==> src/rtl/frac_lut_pkg.sv <==
// Shared types and image-layout helpers for the fracturable LUT.
package frac_lut_pkg;

  typedef enum logic [1:0] {IDLE, LOADING, LOADED} cfg_state_t;

  localparam int FRAC_OFFSET = 0;
  localparam int REG_OFFSET  = 1;

  // Mode bits sit directly above the truth table in the image.
  function automatic int frac_bit(input int mem_size);
    return mem_size + FRAC_OFFSET;
  endfunction

  function automatic int reg_bit(input int mem_size);
    return mem_size + REG_OFFSET;
  endfunction

endpackage

==> src/rtl/lut_config_chain.sv <==
// Scan-chain shadow register and frame-counting loader FSM.
module lut_config_chain
  import frac_lut_pkg::*;
#(
  parameter int FRAME_WIDTH = 1,
  parameter int CONFIG_BITS = 18,
  parameter int NUM_FRAMES  = 18,
  parameter int IMAGE_BITS  = 18
) (
  input  logic                   config_clk,
  input  logic                   reset,
  input  logic                   config_en,
  input  logic [FRAME_WIDTH-1:0] config_in,
  input  logic                   config_commit,
  output logic [FRAME_WIDTH-1:0] config_out,
  output logic                   config_done,
  output logic                   config_loaded,
  output logic                   commit,
  output logic [IMAGE_BITS-1:0]  image
);

  localparam int CW = $clog2(NUM_FRAMES + 1);
  localparam logic [CW-1:0] LAST = CW'(NUM_FRAMES - 1);

  cfg_state_t              state, next_state;
  logic [CW-1:0]           cnt, next_cnt;
  logic                    done_next;
  logic [CONFIG_BITS-1:0]  shadow, shadow_next;

  generate
    if (CONFIG_BITS > FRAME_WIDTH) begin : g_shift
      assign shadow_next = {shadow[CONFIG_BITS-FRAME_WIDTH-1:0], config_in};
    end else begin : g_single
      assign shadow_next = config_in;
    end
  endgenerate

  // A config_en outside LOADING always begins a fresh image, abandoning any held one.
  always_comb begin
    next_state = state;
    next_cnt   = cnt;
    done_next  = 1'b0;
    commit     = 1'b0;
    case (state)
      LOADING: begin
        if (config_en) begin
          if (cnt == LAST) begin
            next_state = LOADED;
            next_cnt   = '0;
            done_next  = 1'b1;
          end else begin
            next_cnt = cnt + CW'(1);
          end
        end
      end
      LOADED: begin
        commit = config_commit;
        if (config_commit) next_state = IDLE;
      end
      default: ;
    endcase
    if (config_en && state != LOADING) begin
      if (NUM_FRAMES == 1) begin
        next_state = LOADED;
        next_cnt   = '0;
        done_next  = 1'b1;
      end else begin
        next_state = LOADING;
        next_cnt   = CW'(1);
      end
    end
  end

  always_ff @(posedge config_clk) begin
    if (!reset) begin
      state       <= IDLE;
      cnt         <= '0;
      shadow      <= '0;
      config_done <= 1'b0;
    end else begin
      state       <= next_state;
      cnt         <= next_cnt;
      config_done <= done_next;
      if (config_en) shadow <= shadow_next;
    end
  end

  assign config_out    = shadow[CONFIG_BITS-1 -: FRAME_WIDTH];
  assign config_loaded = (state == LOADED);
  assign image         = shadow[IMAGE_BITS-1:0];

endmodule

==> src/rtl/frac_lut.sv <==
// Double-buffered K-input LUT, fracturable into two (K-1)-input LUTs, optional registered outputs.
module frac_lut
  import frac_lut_pkg::*;
#(
  parameter int INPUTS      = 4,
  parameter int FRAME_WIDTH = 1,
  parameter int MEM_SIZE    = 1 << INPUTS,
  parameter int CONFIG_BITS = ((MEM_SIZE + 2 + FRAME_WIDTH - 1) / FRAME_WIDTH) * FRAME_WIDTH,
  parameter int NUM_FRAMES  = CONFIG_BITS / FRAME_WIDTH
) (
  input  logic                   config_clk,
  input  logic                   reset,
  input  logic [INPUTS-1:0]      s,
  input  logic                   ce,
  output logic                   z0,
  output logic                   z1,
  input  logic                   config_en,
  input  logic [FRAME_WIDTH-1:0] config_in,
  output logic [FRAME_WIDTH-1:0] config_out,
  input  logic                   config_commit,
  output logic                   config_done,
  output logic                   config_loaded
);

  localparam int IMAGE_BITS = MEM_SIZE + 2;
  localparam int FRAC_BIT   = frac_bit(MEM_SIZE);
  localparam int REG_BIT    = reg_bit(MEM_SIZE);

  logic [IMAGE_BITS-1:0] image, active;
  logic                  commit;
  logic [MEM_SIZE-1:0]   m;
  logic [INPUTS-2:0]     l;
  logic                  frac, reg_mode, f0, f1, q0, q1;

  lut_config_chain #(
    .FRAME_WIDTH(FRAME_WIDTH),
    .CONFIG_BITS(CONFIG_BITS),
    .NUM_FRAMES (NUM_FRAMES),
    .IMAGE_BITS (IMAGE_BITS)
  ) u_chain (
    .config_clk   (config_clk),
    .reset        (reset),
    .config_en    (config_en),
    .config_in    (config_in),
    .config_commit(config_commit),
    .config_out   (config_out),
    .config_done  (config_done),
    .config_loaded(config_loaded),
    .commit       (commit),
    .image        (image)
  );

  // The commit copies the shadow as it stood before any same-cycle shift.
  always_ff @(posedge config_clk) begin
    if (!reset)      active <= '0;
    else if (commit) active <= image;
  end

  assign m        = active[MEM_SIZE-1:0];
  assign frac     = active[FRAC_BIT];
  assign reg_mode = active[REG_BIT];
  assign l        = s[INPUTS-2:0];

  always_comb begin
    f0 = m[s];
    f1 = 1'b0;
    if (frac) begin
      f0 = m[{1'b0, l}];
      f1 = m[{1'b1, l}];
    end
  end

  always_ff @(posedge config_clk) begin
    if (!reset) begin
      q0 <= 1'b0;
      q1 <= 1'b0;
    end else if (ce) begin
      q0 <= f0;
      q1 <= f1;
    end
  end

  assign z0 = reg_mode ? q0 : f0;
  assign z1 = reg_mode ? q1 : f1;

endmodule

==> config.mk <==
export PLATFORM = sky130hd
export DESIGN_NAME = frac_lut
export DESIGN_NICKNAME = d
export VERILOG_FILES = /design/src/rtl/frac_lut_pkg.sv /design/src/rtl/lut_config_chain.sv /design/src/rtl/frac_lut.sv
export SDC_FILE = /design/constraint.sdc
export NUM_CORES = 1
export LEC_CHECK = 0
export ABC_CLOCK_PERIOD_IN_PS = 2700
export CORE_AREA = 3 3 76 78
export DETAILED_ROUTE_END_ITERATION = 12
export DIE_AREA = 0 0 79 81
export PLACE_DENSITY = 0.58
export SYNTH_ARGS = -nofsm -noshare
export SYNTH_HDL_FRONTEND = slang
export SYNTH_HIERARCHICAL = 1
export SYNTH_SLANG_ARGS = --single-unit
==> constraint.sdc <==
create_clock -name config_clk -period 2.7 [get_ports config_clk]
set_clock_uncertainty 0.2 [all_clocks]
set_input_delay 0.27 -clock config_clk [delete_from_list [all_inputs] [get_ports config_clk]]
set_output_delay 0.27 -clock config_clk [all_outputs]
set_load 0.02 [all_outputs]
==> results.cfg, run 1 <==
[hold_path]
whs_path_depth = 2
hold_start = q1
min_path_type = register to register
min_to = q1

[synth]
syn_nets = 196
syn_area_per_cell_sq_um = 11.0
synth.cell_area_sq_um = 2020
syn_inst = 184
ys_warn_count = 6
synth.distinct_cells = 30
synth-seq-area-share = 0.457
yosys_register_bits = 46

[sta]
fin_ws_ns = 0.0779
finalCritPeriodShare = 0.971
min_period_ns = 2.62
rsz0062_at_grt = false
fmax_mhz = 381
finalSetupViolCount = 0
worst_pin_slew_ns = 0.464
report.final.slew_viol_count = 0
finalHoldViolCount = 0
maxSlewHeadroom = 0.688

[placement]
port_buffers = 14
dp_slack_ns = -0.132
hpwlAfterDp_um = 2670
dp.cells = 261
place.gp.congestion = 0.740

[detailed_routing]
dr.pass1.iters = 4
drcViolationCount = 0
wl_per_cell_um = 14.0
avgViaCountPerCell = 5.04
detail_route.wirelength_um = 3740
vias = 1351
ant_nets = 0
drt_iter0_markers = 70

[critical_path]
rr_worst_depth = 5
startpoint_type = input pin
cp_slowest_cell = mux4_1
critical_path_class = input pin to primary output
cp.arrival_ns = 2.15
max_stage_delay_ns = 0.63
crit_fanout = 4
crit_required_ns = 2.23
r2r-start = u_chain/state[1]
reg2reg_to = active[3]
r2r_setup_slack_ns = 1.07
critPathCaptureType = primary output
crit_chain = clkdlybuf4s50_1 -> mux4_1 -> mux2i_4 -> o221ai_2 -> dlygate4sd2_1

[job]
maxCapViolCount = 0

[cts]
postCtsSetupRepairBufs = 0
root_buffer = clkbuf_8
cts.clk_slew.worst_paths_ns = 0.08
cts_max_level = 2
clk_path_buf_depth = 2
cts_sinks = 46
tritoncts = done
numCtsBuffers = 5
clkLatencyLatePin_ns = 0.29

[floorplanning]
core_sq_um = 5140
row_count = 26
pin_count = 15
die_w_um = 79
initial_utilization = 0.392
fp.dieH_um = 81
die-area_sq_um = 6400

[pwr]
ir_drop_mv = 0.238
leakage_nw = 0.824
p_per_area_nw_per_um2 = 502

[grt]
grt_pass1_vias = 1407
grt_max_degree = 44
grt_usage = 0.129
overflow = 0
grt_pass1_wl_um = 6510
antenna_found_initial = 0

[finish]
final_cells = 268
syn2layout_area_growth_pct = 13.8
fillers = 501
fin_nets = 210
layout_commonest_cell = dfxtp_1
drive_gt1_frac = 0.0657
final_cell_mix = 46 x dfxtp_1, 38 x nor2b_1, 36 x mux2i_1
antenna_cells = 0

[run_status]
status = completed
[power by group]
group / total [mW] / internal [mW] / switching [mW]
Combinational: 0.0727 / 0.0391 / 0.0336
Clock: 0.389 / 0.179 / 0.211
Sequential: 0.689 / 0.684 / 0.00567
Total: 1.15 / 0.901 / 0.250
[worst max path at each step]
stage / from / end / slack, ns / cells after the start
finish: s[0] / z0 / 0.08 / 5
global route: s[0] / z0 / 0.04 / 5
CTS: s[0] / z0 / 0.09 / 5
detailed placement: s[0] / z0 / -0.13 / 5
global placement: s[0] / z0 / -0.09 / 5
floorplan: u_chain/state[1] / active[0] / 0.74 / 6
[logic make-up after synthesis]
| logic type | after synthesis | share of synthesized area |
|---|---|---|
| buf+inv | 14 | 0.0323 |
| fa+ha+maj | 2 | 0.0124 |
| simple gates | 63 | 0.194 |
| compound gates | 17 | 0.0583 |
| flops | 46 | 0.457 |
| mux | 42 | 0.247 |
[routing by layer]
layer	vias to the layer above	share of wire	track usage
met2	25	0.49	0.222
met4	0	0.011	0.0412
met1	652	0.46	0.155
li1	670	-	-
met3	4	0.040	0.0355
met5	-	0	0
[flip-flops by register name, indices dropped and copies added (netlist names)]
name / cells
u_chain/cnt: 5
u_chain/state: 2
u_chain/config_done: 1
u_chain/image: 18
q1: 1
q0: 1
active: 18
[synth_stat cells]
library cell	n	area, sq um
o21a_1	1	7.51
o221ai_2	1	15.0
mux2i_1	37	370
a221oi_1	2	17.5
nand4bb_1	1	11.3
buf_2	4	20.0
and3_1	2	12.5
dfxtp_1	46	921
mux2i_4	1	22.5
a21oi_1	3	15.0
or3_1	1	6.26
a311oi_1	1	8.76
inv_1	4	15.0
nand2_1	4	15.0
nand3_1	2	10.0
o31ai_1	2	15.0
ha_1	2	25.0
a41oi_1	1	8.76
clkbuf_1	4	15.0
nand3b_1	2	15.0
buf_4	2	15.0
o21ai_0	6	30.0
mux4_1	4	105
and3b_2	1	10.0
nand2b_1	5	31.3
and2_1	3	18.8
nor2b_1	38	238
or2_2	1	6.26
nor2_1	2	7.51
nand4b_1	1	8.76
[stage by stage]
stage	TNS, ns	utilization	cell area, sq um	hold WS (ns)	power (mW)
after floorplan	0	-	2020	0.198	0.750
after global placement	-0.151	0.431	2220	0.274	0.774
after detailed placement	-0.238	0.431	2220	0.276	0.778
after CTS	0	0.446	2290	0.290	1.17
after global routing	0	0.446	2290	0.314	1.21
final	0	0.446	2290	0.290	1.15
[layout make-up]
| class | count | area (sq um) | area share |
|---|---|---|---|
| sequential | 46 | 921 | 0.401 |
| inverter | 4 | 15.0 | 0.00654 |
| tap | 70 | 87.6 | 0.0382 |
| clock buffer | 7 | 76.3 | 0.0333 |
| multi-input combinational | 124 | 1030 | 0.451 |
| timing repair buffer | 17 | 160 | 0.0698 |
[worst max-delay path: cells and delay by family]
family	cells	cell delay, ns
buffers and inverters	2	0.92
multiplexers	2	0.86
AO/OA/AOI/OAI	1	0.11
[timing repair]
| action | in CTS | in global routing |
|---|---|---|
| resized for setup | 3 | 0 |
| setup endpoints to repair | 2 | 0 |
| hold buffers | 0 | 0 |
Power figures use the tool's default switching activity.
==> inputs of run 2 (changes only) <==
- RECOVER_POWER: not set -> 50
==> results.cfg, run 2 (synthesis gave the netlist of run 1 again) <==
[pwr]
ir_drop_mv = 0.238
p_seq_frac = 0.599
p_sw_mw = 0.250
switching_share = 0.217
leakage_nw = 0.817
p_total_mw = 1.15
p_int_mw = 0.902
p_per_area_nw_per_um2 = 503
pwr-share-comb = 0.063
power_frac_clock = 0.338

[cts]
clkLatencyLatePin_ns = 0.29
cts_resized = 3
cts.hold.buffers_added = 0
clk_path_buf_depth = 2
postCtsSetupRepairBufs = 0
cts_max_level = 2
numCtsBuffers = 5
cts.clk_slew.worst_paths_ns = 0.08
tritoncts = done
root_buffer = clkbuf_8
cts_sinks = 46

[finish]
drive_gt1_frac = 0.0556
fin_nets = 210
antenna_cells = 0
fillers = 502
utilization = 0.445
final_cell_mix = 46 x dfxtp_1, 38 x nor2b_1, 36 x mux2i_1
layout_commonest_cell = dfxtp_1
syn2layout_area_growth_pct = 13.4

[floorplanning]
die_w_um = 79
pin_count = 15
die-area_sq_um = 6400
initial_utilization = 0.392
fp.dieH_um = 81
row_count = 26
core_sq_um = 5140

[critical_path]
cp_slowest_cell = mux4_1
startpoint_type = input pin
cp.arrival_ns = 2.15
max_stage_delay_ns = 0.63
crit_required_ns = 2.23
critPathCaptureType = primary output
crit_fanout = 4
crit_chain = clkdlybuf4s50_1 -> mux4_1 -> mux2i_4 -> o221ai_2 -> dlygate4sd2_1
critical_path_class = input pin to primary output

[grt]
overflow = 0
grt_max_degree = 44
antenna_found_initial = 0
grt_pass1_wl_um = 6510
grt_pass1_vias = 1407
grt_usage = 0.129

[placement]
dp_slack_ns = -0.132
place.gp.congestion = 0.740
port_buffers = 14
hpwlAfterDp_um = 2670

[detailed_routing]
vias = 1353
wl_per_cell_um = 14.0
detail_route.wirelength_um = 3740
avgViaCountPerCell = 5.05
dr.pass1.iters = 4
ant_nets = 0
drt_iter0_markers = 68
drcViolationCount = 0

[sta]
fin_ws_ns = 0.0774
finalCritPeriodShare = 0.971
min_period_ns = 2.62
worst_pin_slew_ns = 1.36
fmax_mhz = 381
finalSetupViolCount = 0
report.final.slew_viol_count = 0
rsz0062_at_grt = false
maxSlewHeadroom = 0.0917
finalHoldViolCount = 0

[run_status]
status = completed

[job]
maxCapViolCount = 0

[hold_path]
min_path_type = register to register
[run 2: cell types whose count changed in the layout (fill, tap and decap cells not counted)]
cell,previous run,this run
buf_4,3,1
clkbuf_1,2,4
clkdlybuf4s50_1,12,11
dlygate4sd3_1,0,1
[run 2: layer usage]
layer | vias to the layer above | global-route usage | wire length, um
li1 | 670 | - | -
met1 | 654 | 0.155 | 1720
met2 | 25 | 0.222 | 1830
met3 | 4 | 0.0355 | 149
met4 | 0 | 0.0412 | 42
met5 | - | 0 | 0
[run 2: critical path: cells and delay by family]
family / cells / cell delay [ns]
buffers and inverters: 2 / 0.92
multiplexers: 2 / 0.86
AO/OA/AOI/OAI: 1 / 0.11
[run 2: cell type report]
cell class | instances | area [sq um] | area share
Clock buffer | 7 | 76.3 | 0.0334
Sequential cell | 46 | 921 | 0.403
Multi-Input combinational cell | 124 | 1030 | 0.452
Timing Repair Buffer | 17 | 153 | 0.0667
Tap cell | 70 | 87.6 | 0.0383
Inverter | 4 | 15.0 | 0.00656
[run 2: path summary, 6_finish.rpt]
kind / start / cells after the start / slack (ns) / to
hold / removal: q1 / 2 / 0.29 / q1
setup / recovery: s[0] / 5 / 0.08 / z0
hold reg to reg: q1 / 2 / 0.29 / q1
setup reg to reg: u_chain/state[1] / 5 / 1.07 / active[3]
[run 2: power by group through the flow]
stage,Sequential [mW],Combinational [mW],Clock [mW]
detailed placement,0.706,0.0724,0
global placement,0.705,0.0692,0
CTS,0.689,0.0732,0.407
global route,0.691,0.0804,0.435
finish,0.689,0.0728,0.389
floorplan,0.704,0.0463,0
[run 2: metrics by stage]
step	instances	setup TNS, ns	hold slack (ns)	cell area, sq um
after floorplan	184	0	0.198	2020
after global placement	261	-0.151	0.274	2220
after detailed placement	261	-0.238	0.276	2220
after CTS	268	0	0.290	2290
after global routing	268	0	0.314	2290
final	268	0	0.290	2290
==> inputs of run 3 (changes only) <==
- CORE_AREA: 3 3 76 78 -> 3 3 62 64
- DIE_AREA: 0 0 79 81 -> 0 0 65 67
- PLACE_DENSITY: 0.58 -> 0.82
==> results.cfg, run 3 (synthesis gave the netlist of run 1 again) <==
[run_status]
status = completed

[sta]
holdWs_ns = 0.329
fin_ws_ns = 0.0900
report.final.slew_viol_count = 0
maxSlewHeadroom = 0.467
finalSetupViolCount = 0
finalCritPeriodShare = 0.967
finalHoldViolCount = 0
worst_pin_slew_ns = 0.799
min_period_ns = 2.61
rsz0062_at_grt = false
fmax_mhz = 383

[detailed_routing]
drcViolationCount = 0
dr.pass1.iters = 4
wl_per_cell_um = 15.0
detail_route.wirelength_um = 3710
drt_iter0_markers = 122
vias = 1367
ant_nets = 0
avgViaCountPerCell = 5.53

[placement]
hpwlAfterDp_um = 2580
place.gp.congestion = 0.807
port_buffers = 14
dp_slack_ns = -0.140

[grt]
grt_usage = 0.189
grt_max_degree = 27
overflow = 0
antenna_found_initial = 0
grt_pass1_wl_um = 6150
grt_pass1_vias = 1300

[critical_path]
critical_path_class = input pin to primary output
crit_fanout = 4
startpoint_type = input pin
cp.arrival_ns = 2.14
critPathCaptureType = primary output
crit_required_ns = 2.23

[cts]
numCtsBuffers = 5
tritoncts = done
clkLatencyLatePin_ns = 0.36
clk_path_buf_depth = 2
postCtsSetupRepairBufs = 0
cts_max_level = 2
cts_sinks = 46
root_buffer = clkbuf_4
cts.clk_slew.worst_paths_ns = 0.12

[finish]
final_cell_mix = 46 x dfxtp_1, 38 x nor2b_1, 36 x mux2i_1
utilization = 0.677
layout_commonest_cell = dfxtp_1
syn2layout_area_growth_pct = 12.0
multi_input_area_sq_um = 1030
drive_gt1_frac = 0.0796
seqCellArea_sq_um = 921
fillers = 278
antenna_cells = 0
fin_nets = 212

[hold_path]
min_path_type = register to register

[floorplanning]
core_sq_um = 3340
row_count = 21
pin_count = 15
die-area_sq_um = 4360
initial_utilization = 0.604
fp.dieH_um = 67
die_w_um = 65

[pwr]
leakage_nw = 0.827
p_per_area_nw_per_um2 = 487
ir_drop_mv = 0.375

[job]
maxCapViolCount = 0
## run 3: cell types whose count changed in the layout (fill, tap and decap cells not counted)
cell | before | now
clkbuf_1 | 4 | 2
clkbuf_8 | 5 | 1
clkbuf_4 | 0 | 5
buf_4 | 1 | 4
clkinv_2 | 0 | 1
## run 3: critical path, stage by stage
cell             delay (ns)
clkdlybuf4s50_1        0.58
mux4_1                 0.61
mux2i_2                0.22
o221ai_2               0.13
dlygate4sd2_1          0.33
## run 3: per-layer routing
metal | track usage | vias up | routed length [um]
met3 | 0.0675 | 12 | 215
li1 | - | 680 | -
met2 | 0.313 | 44 | 1730
met4 | 0.0897 | 0 | 91
met1 | 0.216 | 631 | 1670
met5 | 0 | - | 0
## run 3: worst paths after layout
kind                         start        end  slack [ns]  cells past startpoint
setup / recovery              s[0]         z0        0.09                      5
hold / removal                  q1         q1        0.33                      2
setup reg to reg  u_chain/state[1]  active[2]        1.00                      5
hold reg to reg                 q1         q1        0.33                      2
## run 3: through the flow
step	cell area [sq um]	power, mW	TNS (ns)	instances
after global routing	2260	1.14	0	247
after CTS	2260	1.11	0	247
after floorplan	2020	0.750	0	184
after detailed placement	2200	0.777	-0.226	239
after global placement	2200	0.774	-0.134	239
final	2260	1.10	0	247
## run 3: area by class of cell
class,count,area share
Tap cell,46,0.0255
Multi-Input combinational cell,124,0.458
Sequential cell,46,0.408
Clock buffer,7,0.0244
Timing Repair Buffer,19,0.0759
Clock inverter,1,0.00221
Inverter,4,0.00664
## run 3: repair_timing
action / in CTS / in global routing
gates resized for setup: 3 / 0
hold buffers: 0 / 0
endpoints found under the setup margin: 2 / 0
## run 3: power by group
| part | internal (mW) | total (mW) | switching (mW) |
|---|---|---|---|
| Sequential | 0.685 | 0.690 | 0.00566 |
| Combinational | 0.0391 | 0.0724 | 0.0333 |
| Clock | 0.127 | 0.338 | 0.212 |
| Total | 0.850 | 1.10 | 0.251 |
